[src/rtl/mem_stage_ext.sv]
// ---------------------------------------------------------------------------
// mem_stage_ext
// Memory-access pipeline stage between EX and WB. Latches the EX->MEM bundle
// under stall/bubble control, tracks a variable-latency data-SRAM response
// (requesting a pipeline stall while it waits), extracts and extends
// sub-word load data for 32- or 64-bit datapaths, and forwards the result to
// WB and to ID.
//
// Ports
//   clk, rst                      clock, asynchronous active-high reset
//   stall[STALL_W]                pipeline stall bus (1 = stop)
//   ex_*                          EX->MEM bundle (pc, memory access info,
//                                 GPR writeback intent, HI/LO pass-through)
//   data_sram_rdata/rvalid        SRAM read data and response/ack
//   stallreq_mem                  stage requests a pipeline stall
//   wb_*                          writeback bundle to WB
//   fwd_*                         forwarding bundle to ID
//   fwd_load_pending              fwd_rf_wdata not yet valid
// ---------------------------------------------------------------------------
module mem_stage_ext #(
  parameter int unsigned DATA_W  = 32,
  parameter int unsigned OFS_W   = $clog2(DATA_W / 8),
  parameter int unsigned RA_W    = 5,
  parameter int unsigned STALL_W = 6,
  parameter int unsigned STAGE   = 3
) (
  input  logic               clk,
  input  logic               rst,
  input  logic [STALL_W-1:0] stall,
  input  logic [31:0]        ex_pc,
  input  logic               ex_mem_en,
  input  logic               ex_mem_store,
  input  logic [2:0]         ex_ld_type,
  input  logic [OFS_W-1:0]   ex_addr_ofs,
  input  logic               ex_rf_we,
  input  logic [RA_W-1:0]    ex_rf_waddr,
  input  logic [DATA_W-1:0]  ex_result,
  input  logic [1:0]         ex_hilo_we,
  input  logic [31:0]        ex_hi,
  input  logic [31:0]        ex_lo,
  input  logic [DATA_W-1:0]  data_sram_rdata,
  input  logic               data_sram_rvalid,
  output logic               stallreq_mem,
  output logic [31:0]        wb_pc,
  output logic               wb_rf_we,
  output logic [RA_W-1:0]    wb_rf_waddr,
  output logic [DATA_W-1:0]  wb_rf_wdata,
  output logic [1:0]         wb_hilo_we,
  output logic [31:0]        wb_hi,
  output logic [31:0]        wb_lo,
  output logic               fwd_rf_we,
  output logic [RA_W-1:0]    fwd_rf_waddr,
  output logic [DATA_W-1:0]  fwd_rf_wdata,
  output logic               fwd_load_pending
);

  // FSM encoding
  localparam logic [1:0] S_IDLE = 2'd0;
  localparam logic [1:0] S_WAIT = 2'd1;
  localparam logic [1:0] S_DONE = 2'd2;

  // Load type encoding
  localparam logic [2:0] LT_LW  = 3'b000;
  localparam logic [2:0] LT_LB  = 3'b001;
  localparam logic [2:0] LT_LBU = 3'b010;
  localparam logic [2:0] LT_LH  = 3'b011;
  localparam logic [2:0] LT_LHU = 3'b100;
  localparam logic [2:0] LT_LWU = 3'b101;
  localparam logic [2:0] LT_LD  = 3'b110;

  // Lane masks: halfword ignores ofs[0], word ignores ofs[1:0]
  localparam logic [OFS_W-1:0] HALF_MASK = ~OFS_W'(1);
  localparam logic [OFS_W-1:0] WORD_MASK = ~OFS_W'(3);

  typedef struct packed {
    logic [31:0]       pc;
    logic              mem_en;
    logic              mem_store;
    logic [2:0]        ld_type;
    logic [OFS_W-1:0]  ofs;
    logic              rf_we;
    logic [RA_W-1:0]   rf_waddr;
    logic [DATA_W-1:0] result;
    logic [1:0]        hilo_we;
    logic [31:0]       hi;
    logic [31:0]       lo;
  } stage_t;

  stage_t            stage_q, stage_d;
  stage_t            ex_bundle;
  logic [1:0]        state_q, state_d;
  logic [DATA_W-1:0] ldbuf_q, ldbuf_d;

  logic              wait_hold;
  logic              bubble;
  logic              capture;
  logic              stallreq_c;

  logic [DATA_W-1:0] raw_data;
  logic [7:0]        byte_v;
  logic [15:0]       half_v;
  logic [31:0]       word_v;
  logic [DATA_W-1:0] ld_data;
  logic [DATA_W-1:0] rf_wdata;

  // Only bits STAGE and STAGE+1 of the stall bus matter here
  logic              unused_stall;
  assign unused_stall = ^stall;

  assign ex_bundle = '{
    pc:        ex_pc,
    mem_en:    ex_mem_en,
    mem_store: ex_mem_store,
    ld_type:   ex_ld_type,
    ofs:       ex_addr_ofs,
    rf_we:     ex_rf_we,
    rf_waddr:  ex_rf_waddr,
    result:    ex_result,
    hilo_we:   ex_hilo_we,
    hi:        ex_hi,
    lo:        ex_lo
  };

  // An outstanding access pins the stage regardless of the stall bus
  assign wait_hold  = (state_q == S_WAIT) & ~data_sram_rvalid;
  assign bubble     = stall[STAGE] & ~stall[STAGE+1];
  assign capture    = ~stall[STAGE];
  assign stallreq_c = wait_hold;

  // Next-state: stage register, FSM and load buffer
  always_comb begin
    stage_d = stage_q;
    state_d = state_q;
    ldbuf_d = ldbuf_q;

    // Response latched even if the stage advances in the same cycle
    if ((state_q == S_WAIT) && data_sram_rvalid) begin
      ldbuf_d = data_sram_rdata;
      state_d = S_DONE;
    end

    if (wait_hold) begin
      stage_d = stage_q;
      state_d = S_WAIT;
    end else if (bubble) begin
      stage_d = '0;
      state_d = S_IDLE;
    end else if (capture) begin
      stage_d = ex_bundle;
      state_d = ex_mem_en ? S_WAIT : S_IDLE;
    end
  end

  // State registers
  always_ff @(posedge clk or posedge rst) begin
    if (rst) begin
      stage_q <= '0;
      state_q <= S_IDLE;
      ldbuf_q <= '0;
    end else begin
      stage_q <= stage_d;
      state_q <= state_d;
      ldbuf_q <= ldbuf_d;
    end
  end

  // Raw data is live from the SRAM while waiting, buffered afterwards
  assign raw_data = (state_q == S_WAIT) ? data_sram_rdata : ldbuf_q;
  assign byte_v   = 8'(raw_data >> {stage_q.ofs, 3'b000});
  assign half_v   = 16'(raw_data >> {stage_q.ofs & HALF_MASK, 3'b000});
  assign word_v   = 32'(raw_data >> {stage_q.ofs & WORD_MASK, 3'b000});

  // Little-endian lane extraction with sign/zero extension
  always_comb begin
    ld_data = raw_data;
    case (stage_q.ld_type)
      LT_LB:   ld_data = DATA_W'($signed(byte_v));
      LT_LBU:  ld_data = DATA_W'(byte_v);
      LT_LH:   ld_data = DATA_W'($signed(half_v));
      LT_LHU:  ld_data = DATA_W'(half_v);
      LT_LW:   ld_data = DATA_W'($signed(word_v));
      LT_LWU:  ld_data = DATA_W'(word_v);
      LT_LD:   ld_data = raw_data;
      default: ld_data = raw_data;
    endcase
  end

  assign rf_wdata = (stage_q.mem_en & ~stage_q.mem_store) ? ld_data : stage_q.result;

  // Output bundles
  assign stallreq_mem     = stallreq_c;
  assign wb_pc            = stage_q.pc;
  assign wb_rf_we         = stage_q.rf_we & ~stallreq_c;
  assign wb_rf_waddr      = stage_q.rf_waddr;
  assign wb_rf_wdata      = rf_wdata;
  assign wb_hilo_we       = stage_q.hilo_we & {2{~stallreq_c}};
  assign wb_hi            = stage_q.hi;
  assign wb_lo            = stage_q.lo;
  assign fwd_rf_we        = stage_q.rf_we;
  assign fwd_rf_waddr     = stage_q.rf_waddr;
  assign fwd_rf_wdata     = rf_wdata;
  assign fwd_load_pending = stallreq_c & stage_q.rf_we;

endmodule

[config.mk]
export PLATFORM = sky130hd
export DESIGN_NAME = mem_stage_ext
export DESIGN_NICKNAME = d
export VERILOG_FILES = /design/src/rtl/mem_stage_ext.sv
export SDC_FILE = /design/constraint.sdc
export NUM_CORES = 1
export LEC_CHECK = 0
export CORE_MARGIN = 2
export CORE_UTILIZATION = 40
export DETAILED_ROUTE_END_ITERATION = 10
export PLACE_DENSITY_LB_ADDON = 0.25
export SLEW_MARGIN = 10
export SYNTH_ARGS = -nofsm -noshare
export SYNTH_HDL_FRONTEND = slang
export SYNTH_SLANG_ARGS = --single-unit
[constraint.sdc]
create_clock -name clk -period 8.2 [get_ports clk]
set_input_delay 2.05 -clock clk [delete_from_list [all_inputs] [get_ports clk]]
set_output_delay 2.05 -clock clk [all_outputs]
set_load 0.005 [all_outputs]
==> qor.yml <==
timing:
  rsz0062_at_grt: "false"
  period_share_pct: 78.53
  worstMarginPinSlew_ns: 1.029
  fin_tns_setup_ns: 0
  skew_ns: 0.01041
  slew_violations: 0
  fmax_ghz: 0.1553
  period_needed_ns: 6.439
  setup_viol: 0
  slew_headroom_pct: 31.39
  hold_viol: 0
synthesis:
  ys_seq_area_share_pct: 50.13
  synthFlopType: "dfrtp_1"
  synth_cell_type_count: 44
  yosysTopAreaCell: "dfrtp_1"
  ys_top_cells_by_area: "dfrtp_1 (50%), a22o_1 (14%), buf_4 (12%), mux2i_1 (4.8%), mux2_2 (4.7%)"
  ys_ff_latch: 177
  synth_fp_nets: 937
  yosysTopAreaCellShare_pct: 50.13
  yosys-top-cells-count: "dfrtp_1 (177), a22o_1 (142), buf_4 (140), mux2i_1 (42), mux2_2 (37)"
  yosysMostFrequentCell: "dfrtp_1"
  yosysWarnings: 0
  syn_avg_cell_area_um2: 11.73
  ys_async_sr_fraction_pct: 100.0
  netlist_instances: 753
  synth_area_um2: 8836
  synth_edf_count: 0
grt:
  grt_max_degree: 114
  grt_overflow: 0
  first_global_vias: 6809
  grt_use_total_pct: 21.33
  grt_pass1_wl_mm: 39.10
  antenna_found_initial: 6
setup_path:
  cpPeakStageDelay_ns: 0.53
  cpMaxStageDelayCell: "clkdlybuf4s50_1"
  critPathTopFamily: "buffers and inverters"
  crit_buf_inv: 2
  start_kind: "input port"
  cp.required_ns: 6.15
  path_cells: "clkdlybuf4s50_1 -> mux2i_1 -> mux2_2 -> nand3b_1 -> nand2_2 -> o32a_1 -> clkdlybuf4s50_1"
  end_kind: "output port"
  worst-path-max-fanout: 6
  critPathArrivalTime_ns: 4.39
  cpMostUsedCell: "clkdlybuf4s50_1"
  worstSetupPathType: "input port to output port"
drt:
  drt-initial-drc-count: 404
  dr.pass1.iters: 7
  drt_wl_total_mm: 25.24
  drc: 0
  avgViaCountPerCell: 5.390
  wl_per_cell_um: 20.37
  vias: 6678
  antenna_left: 0
placement:
  finalWeightedCongestion: 0.7993
  dp_hpwl_mm: 17.96
  postPlaceCellArea_um2: 11560
  port_buffers: 355
  placed_cells: 1204
die:
  fp.dieH_um: 152.6
  pin_count: 360
  die_w_um: 152.6
  die-area_um2: 23290
  num_rows: 54
  initial_utilization_pct: 40.61
  core_um2: 21760
clock_tree:
  hold_buffers: 0
  post_cts_resized: 0
  numCtsBuffers: 17
  root_buffer: "clkbuf_16"
  cts_max_level: 4
  cts_buffer_depth: 2
  cts_setup_buffers: 0
  clk_latency_ns: 0.43
  clkTransAtPathRegs_ns: 0.07
  clock_sinks: 177
  cts_tree: "done"
finish:
  fin_cells: 1239
  drive_above_1_share_pct: 9.519
  area_growth_pct: 37.47
  fillerInstances: 1913
  ff_latch_area_um2: 4429
  multi_input_area_um2: 3146
  nets: 1127
  finish.instance_area_um2: 12150
worst_hold_path:
  min_path_type: "flip-flop to flip-flop"
power:
  power_density_nw_per_um2: 214.6
  vdd_drop_max_mv: 0.09859
  power.leakage_uw: 0.005246
run:
  cap_viol_max_count: 0
outcome:
  status: "completed"
-- power breakdown --
| group | total (uW) | internal, uW | leakage, uW | switching (uW) |
|---|---|---|---|---|
| Clock | 795 | 412 | 0.000283 | 383 |
| Sequential | 1060 | 985 | 0.00222 | 72.7 |
| Combinational | 754 | 443 | 0.00275 | 311 |
| Total | 2610 | 1840 | 0.00525 | 767 |
-- routing by layer --
metal | global-route usage [%] | part of all wire, %
met1 | 26.35 | 41
met2 | 35.75 | 49
met3 | 7.309 | 7.8
met4 | 5.820 | 1.7
met5 | 0 | 0.099
-- worst register-to-register path, cell delays in order (launching register included) --
cell and delay [ns]:
dfrtp_1 0.39, nand2b_2 0.27, buf_4 0.55, nor2_1 0.34
nor2_4 0.16, buf_4 0.75, a22o_1 0.35
-- cell usage in the layout (no fill, tap or decap), drive strengths merged, types with 2 or more instances in the layout --
master / count
a221oi: 3
nand3b: 2
xnor2: 2
and3: 2
or3: 2
nor2: 26
mux4: 2
mux2i: 42
o22a: 20
and2: 2
nand4: 4
diode: 3
nand2b: 3
nand2: 18
mux2: 37
a22o: 142
buf: 9
a31oi: 5
inv: 9
nand3: 3
o311ai: 4
nor3: 2
o21ai: 16
clkinv: 7
clkbuf: 18
dfrtp: 177
o221ai: 4
clkdlybuf4s50: 355
nor2b: 5
a21oi: 14
a211oi: 4
o211ai: 8
-- registers in the layout, indices dropped and copies added (netlist names) --
register      cells
stage_q          41
state_q           2
fwd_rf_we         1
wb_pc            32
fwd_rf_waddr      5
wb_hi            32
wb_lo            32
ldbuf_q          32
-- stage by stage --
stage / total power, uW / hold WS [ns] / setup WS, ns / util [%]
global route: 2737 / 0.5161 / 1.641 / 55.81
detailed placement: 1827 / 0.4881 / 1.739 / 53.15
global placement: 1817 / 0.4842 / 1.764 / 53.15
finish: 2607 / 0.4999 / 1.761 / 55.83
CTS: 2634 / 0.5058 / 1.741 / 55.80
floorplan: 1511 / 0.4648 / 1.348 / -
-- final timing paths --
path | start | to | cells past startpoint | slack (ns)
hold / removal | stage_q[64] | stage_q[64] | 1 | 0.50
min in group asynchronous | rst | wb_lo[8] | 2 | 2.20
setup reg to reg | state_q[1] | wb_hi[15] | 6 | 5.34
hold reg to reg | stage_q[64] | stage_q[64] | 1 | 0.50
max in group asynchronous | rst | stage_q[104] | 3 | 4.54
setup / recovery | data_sram_rdata[15] | wb_rf_wdata[15] | 7 | 1.76
-- area by class of cell --
class | count | share of cell area [%]
sequential | 177 | 36.46
timing repair buffer | 364 | 29.81
antenna | 3 | 0.06180
inverter | 3 | 0.1339
clock buffer | 18 | 3.616
clock inverter | 14 | 1.133
multi-input combinational | 380 | 25.90
tap | 280 | 2.884
-- logic make-up (layout without fill, tap and decap cells) --
family                    Yosys count  after routing  synth area share (%)
DFF                               177            177                 50.13
buffers and inverters             196            399                 14.64
and+or+nand+nor                    72             72                 4.050
muxes                              81             81                 9.983
other                               0              3                     0
xor gates and xnor gates            2              2                0.1983
AOI/OAI and AO/OA                 225            225                 21.00
No activity file was read; power rests on OpenSTA's default activity.
